<file path="src/rtl/boot_screen_ctrl.sv">
// rtl/boot_screen_ctrl.sv - boot logo sequencer: loading animation, logo hold, CPU release
// Single registered Moore FSM; every output comes straight from a flop.
module boot_screen_ctrl #(
   parameter int FRAMES_PER_STEP = 4,
   parameter int OFFSET_STEPS    = 8,
   parameter int HOLD_FRAMES     = 30
) (
   input  logic       clk,
   input  logic       reset,
   input  logic       frame_start,
   input  logic       load_busy,
   input  logic       skip_req,
   output logic [9:0] loading_offset,
   output logic       logo_enable,
   output logic       cpu_reset,
   output logic       boot_done
);

   localparam int FW = (FRAMES_PER_STEP > 1) ? $clog2(FRAMES_PER_STEP) : 1;
   localparam int OW = (OFFSET_STEPS > 1) ? $clog2(OFFSET_STEPS) : 1;
   localparam int HW = (HOLD_FRAMES > 1) ? $clog2(HOLD_FRAMES) : 1;

   localparam logic [FW-1:0] F_LAST = FW'(FRAMES_PER_STEP - 1);
   localparam logic [OW-1:0] O_LAST = OW'(OFFSET_STEPS - 1);
   localparam logic [HW-1:0] H_LAST = HW'(HOLD_FRAMES - 1);

   typedef enum logic [1:0] {
      S_WAIT = 2'd0,
      S_LOAD = 2'd1,
      S_HOLD = 2'd2,
      S_RUN  = 2'd3
   } state_t;

   state_t        state;
   logic [FW-1:0] frame_cnt;
   logic [HW-1:0] hold_cnt;
   logic [OW-1:0] offset;

   // Zero-extension keeps the bits above the offset modulus at 0.
   assign loading_offset = 10'(offset);

   always_ff @(posedge clk) begin
      if (reset) begin
         state       <= S_WAIT;
         frame_cnt   <= '0;
         hold_cnt    <= '0;
         offset      <= '0;
         logo_enable <= 1'b1;
         cpu_reset   <= 1'b1;
         boot_done   <= 1'b0;
      end else begin
         boot_done <= 1'b0;
         case (state)
            S_WAIT: begin
               logo_enable <= 1'b1;
               cpu_reset   <= 1'b1;
               offset      <= '0;
               if (load_busy) begin
                  state     <= S_LOAD;
                  frame_cnt <= '0;
               end else if (skip_req) begin
                  state       <= S_RUN;
                  logo_enable <= 1'b0;
                  cpu_reset   <= 1'b0;
                  boot_done   <= 1'b1;
               end
            end
            S_LOAD: begin
               // Loader finishing beats a coincident frame: that frame is not counted.
               if (!load_busy) begin
                  state    <= S_HOLD;
                  hold_cnt <= '0;
               end else if (frame_start) begin
                  if (frame_cnt == F_LAST) begin
                     frame_cnt <= '0;
                     offset    <= (offset == O_LAST) ? '0 : offset + OW'(1);
                  end else begin
                     frame_cnt <= frame_cnt + FW'(1);
                  end
               end
            end
            S_HOLD: begin
               if (load_busy) begin
                  state     <= S_LOAD;
                  frame_cnt <= '0;
               end else if (skip_req || (frame_start && hold_cnt == H_LAST)) begin
                  state       <= S_RUN;
                  logo_enable <= 1'b0;
                  cpu_reset   <= 1'b0;
                  offset      <= '0;
                  boot_done   <= 1'b1;
               end else if (frame_start) begin
                  hold_cnt <= hold_cnt + HW'(1);
               end
            end
            S_RUN: begin
               if (load_busy) begin
                  state       <= S_LOAD;
                  logo_enable <= 1'b1;
                  cpu_reset   <= 1'b1;
                  offset      <= '0;
                  frame_cnt   <= '0;
               end
            end
            default: begin
               state       <= S_WAIT;
               frame_cnt   <= '0;
               hold_cnt    <= '0;
               offset      <= '0;
               logo_enable <= 1'b1;
               cpu_reset   <= 1'b1;
            end
         endcase
      end
   end

endmodule

</file>
<file path="config.mk">
export PLATFORM = sky130hd
export DESIGN_NAME = boot_screen_ctrl
export DESIGN_NICKNAME = d
export VERILOG_FILES = /design/src/rtl/boot_screen_ctrl.sv
export SDC_FILE = /design/constraint.sdc
export NUM_CORES = 1
export LEC_CHECK = 0
export CORE_ASPECT_RATIO = 1.2
export CORE_MARGIN = 5
export CORE_UTILIZATION = 30
export CTS_BUF_LIST = sky130_fd_sc_hd__clkbuf_2 sky130_fd_sc_hd__clkbuf_4 sky130_fd_sc_hd__clkbuf_8
export DETAILED_ROUTE_END_ITERATION = 6
export GPL_ROUTABILITY_DRIVEN = 0
export HOLD_SLACK_MARGIN = 0.05
export PLACE_DENSITY = 0.56
export SLEW_MARGIN = 30
export SYNTH_ARGS = -nofsm -noshare
export SYNTH_HDL_FRONTEND = slang
export SYNTH_SLANG_ARGS = --single-unit
</file>
<file path="constraint.sdc">
create_clock -name clk -period 2.4 [get_ports clk]
set_clock_uncertainty 0.15 [all_clocks]
set_input_delay 0.24 -clock clk [delete_from_list [all_inputs] [get_ports clk]]
set_output_delay 0.24 -clock clk [all_outputs]
set_load 0.005 [all_outputs]
</file>
After elaboration in Yosys (flattened, before gate mapping) --
Cells that the tools add are included.
Storage, ports and cells: register bits 14, output and inout port bits 13
Cells by class: add/sub/neg operators 3, equal/unequal tests 18, muxes and demuxes 36, reduce and logical (&&, ||, !) cells 11
Operators with widths (count):
- $mux 3 | 7
- $mux 2 | 10
- $mux 5 | 4
- $ne 2x2->1 const B | 9
- $pmux 3 s4 | 1
- $pmux 5 s2 | 1
- $mux 1 | 9
- $pmux 2 s4 | 1
- $reduce_and 4->1 | 2
- $eq 2x2->1 const B | 3
- $ne 3x3->1 const B | 2
- $reduce_and 6->1 | 1
- $add 5x1->5 const B | 1
- $eq 5x5->1 const B | 1
- $reduce_and 5->1 | 1
- $pmux 2 s2 | 1
- $add 3x1->3 const B | 1
- $eq 3x3->1 const B | 1
- $pmux 1 s3 | 1
- $reduce_and 3->1 | 1
- $reduce_bool 3->1 | 1
- $reduce_or 3->1 | 1
- $add 2x1->2 const B | 1
- $eq 2x1->1 const B | 1
- other kinds (6) | 6

Depth between registers and ports, before layout --
depth after elaboration 6, gate-level depth with buffers 6

Least setup slack after synthesis --
Ideal clock, no wire load.
path kind register -> register, from register hold_cnt[0], to register offset[1], data arrival time 1232 ps, data required time 2180 ps, setup slack 948 ps, cell stages (with the launch flop) 6, path through dfxtp_1 ha_1 nand4_2 o21ai_0 nand4_1 a21oi_1
Between the ends: cells in the longest elaborated chain, start to end 5
Ends and longest elaborated chain:
- from (decl) | line 36 | logic [HW-1:0] hold_cnt;
- from (signal assigned) | line 93 | hold_cnt <= hold_cnt + HW'(1);
- $eq 5x5->1 | line 86 | end else if (skip_req || (frame_start && hold_cnt == H_LAST)) begin
- $logic_and 1x1->1 | line 86
- $logic_or 1x1->1 | line 86
- $ne 2x2->1 (no source line)
- $reduce_and 6->1 (no source line)
- to (signal assigned) | line 76 | offset <= (offset == O_LAST) ? '0 : offset + OW'(1);
- to (decl) | line 37 | logic [OW-1:0] offset;
Every way passes these cells. A chain may end at the register's enable or synchronous reset.

Final worst setup path --
from register state[0], to register hold_cnt[4]
Between the ends: cells in the longest elaborated chain, start to end 3, elaborated cells between the ends (all ways) 9, classes of those cells 6 x eq/ne; 1 x mux; 2 x reduce/logical
Ends and longest elaborated chain:
- from (decl) | line 34 | state_t state;
- from (signal assigned) | line 44 | state <= S_WAIT;
- from (signal assigned) | line 59 | state <= S_LOAD;
- from (signal assigned) | line 62 | state <= S_RUN;
- $eq 2x2->1 or $eq 2x1->1 (tied branches) | line 53 | case (state)
- $ne 2x2->1 (no source line) or $reduce_bool 2->1 (tied branches)
- $reduce_and 5->1 (no source line)
Parallel ways exist; a longest one is shown, timed or not.

==> flow_summary.ini <==
[place]
post-dp-hpwl_um = 1500
dp_cells = 150
place_area_um2 = 998
io_buffers = 10

[routing]
dr.pass1.iters = 4
routed_wirelength_um = 1920
drt-wirelength-per-cell_um = 12.5
num_vias = 775
drt_first_iter_violations = 22
drc_errors = 0
viasPerCell = 5.03
ant_nets = 0

[power_and_ir_drop]
vdd_drop_max_v = 0.000341
power_density_mw_per_mm2 = 476
p_total_mw = 0.492
leakage_nw = 0.395

[clock_network]
root_buffer = clkbuf_4
clock_path_buffers = 2
clkSlewWorstSetupHoldPaths_ns = 0.09
cts_resized = 0
worst_skew_pair.late_latency_ns = 0.28
postCtsHoldBufs = 0
htree_levels = 1
post_cts_buffers = 0
cts_buffers = 3
cts_tree = built
numClockSinks = 14

[logic_synthesis]
synth_top_family_by_area = simple AND/OR/NAND/NOR gates
ys_ff_latch = 14
synthCells = 110
yosys.area_share.simple_pct = 28.4
synth_area_um2 = 896
muxShareOfSynthArea_pct = 0
synth_seq_area_share_pct = 31.3
synth-compound-area-share_pct = 23.0
synth_fa_ha_area_share_pct = 6.98
yosysWarnings = 0
synth_cell_types = 35
ys_async_sr_fraction_pct = 0
synth_ff_type = dfxtp_1
synth_edf_count = 0
synth-xor-area-share_pct = 0
avgSynthCellArea_um2 = 8.14

[die]
core_area_mm2 = 0.00284
num_rows = 21
initial_core_util_pct = 31.6
die-height_um = 69.9
ios = 18
die_area_mm2 = 0.00418
die_w_um = 59.9

[critical_path]
crit_path_end_kind = flip-flop
path_max_fanout = 12
worstSetupPathType = flip-flop to flip-flop
critical_path_required_ns = 2.42
crit_arrival_ns = 1.72
startpoint_type = flip-flop

[sta]
rsz0062_at_grt = false
drv_slew = 0
hold_viol_final = 0
fmax_mhz = 591
period_share_pct = 70.5
setup_viol = 0
fin_crit_ns = 1.69
tns_ns = 0

[worst_hold_path]
min_path_type = flip-flop to flip-flop

[global_routing]
grt_usage_pct = 9.82
grt.overflow.total = 0
grt_max_degree = 13
grt_pass1_wl_um = 3340
antenna_found_initial = 0
grt_pass1_vias = 789

[finish]
multiInputGateArea_um2 = 549
layout.cells.non_filler = 154
final_area_mm2 = 0.00103
ff_latch_area_um2 = 280
antenna_cells = 0
fin_nets = 131
area_growth_pct = 15.5
drive_gt1_share_pct = 10.0
nFillCells = 300
layout.core_utilization_pct = 36.5

[flow_run]
maxCapViolations = 0

[status]
status = finished, final reports clean
path summary, 6_finish.rpt:
check	from	endpoint	slack, ns	cells after the start
setup reg to reg	state[0]	hold_cnt[4]	0.71	4
hold / removal	frame_cnt[1]	frame_cnt[1]	0.32	2
setup / recovery	state[0]	hold_cnt[4]	0.71	4
hold reg to reg	frame_cnt[1]	frame_cnt[1]	0.32	2
placed cells by master (no fill, tap or decap), types with 2 or more instances in the layout:
master / count
clkbuf_4: 3
ha_1: 5
o21ai_0: 8
a21oi_1: 12
clkdlybuf4s50_1: 10
nor2b_1: 5
nand2_1: 10
o22a_1: 2
buf_4: 2
inv_1: 3
nand4_1: 3
nor4_1: 2
conb_1: 7
o21ai_1: 4
nand3_1: 4
nor2_1: 7
dfxtp_1: 14
synthesized netlist by cell type (3+ instances only):
master | instances | area (um^2)
nand4_1 | 3 | 18.8
buf_4 | 8 | 60.1
o21ai_0 | 8 | 40.0
nand2_1 | 10 | 37.5
inv_1 | 3 | 11.3
ha_1 | 5 | 62.6
dfxtp_1 | 14 | 280
nor2b_1 | 5 | 31.3
nand3_1 | 4 | 20.0
a21oi_1 | 12 | 60.1
nor2_1 | 7 | 26.3
o21ai_1 | 4 | 20.0
power breakdown:
group / switching, mW / internal [mW]
Sequential: 0.0102 / 0.238
Clock: 0.0770 / 0.0923
Combinational: 0.0390 / 0.0354
metal layers:
metal  vias up  GRT usage (%)  part of all wire (%)
met5         -              0                     0
met3         0           3.50                   4.1
li1        400              -                     -
met2        16           16.8                    51
met1       359           11.6                    45
met4         0           1.72                     0
sequential cells by signal, indices dropped and copies added (netlist names):
signal and count:
cpu_reset 1, frame_cnt 2, hold_cnt 5, offset 3, boot_done 1, state 2
worst max-delay path, stage by stage (launching register included):
cell,delay [ns]
dfxtp_1,0.57
and2b_1,0.35
a211oi_2,0.10
or2_1,0.26
o22a_1,0.16
cells by family (layout without fill, tap and decap cells):
kind of cell / after synthesis / after routing
flops: 14 / 14
compound gates: 33 / 33
simple gates: 42 / 42
fa+ha+maj: 5 / 5
buf+inv: 15 / 19
other cells: 1 / 7
cell type report:
| class | count | share of cell area, % |
|---|---|---|
| clock buffers | 4 | 3.51 |
| repair buffers | 12 | 11.1 |
| flip-flops and latches | 14 | 27.1 |
| well taps | 34 | 4.11 |
| inverters | 3 | 1.09 |
| multi-input cells | 87 | 53.1 |
through the flow:
stage	setup slack (ns)	hold WS [ns]
after floorplan	0.948	0.208
after global placement	0.464	0.292
after detailed placement	0.433	0.310
after CTS	0.707	0.321
after global routing	0.539	0.356
final	0.708	0.319
Power figures use the tool's default switching activity.
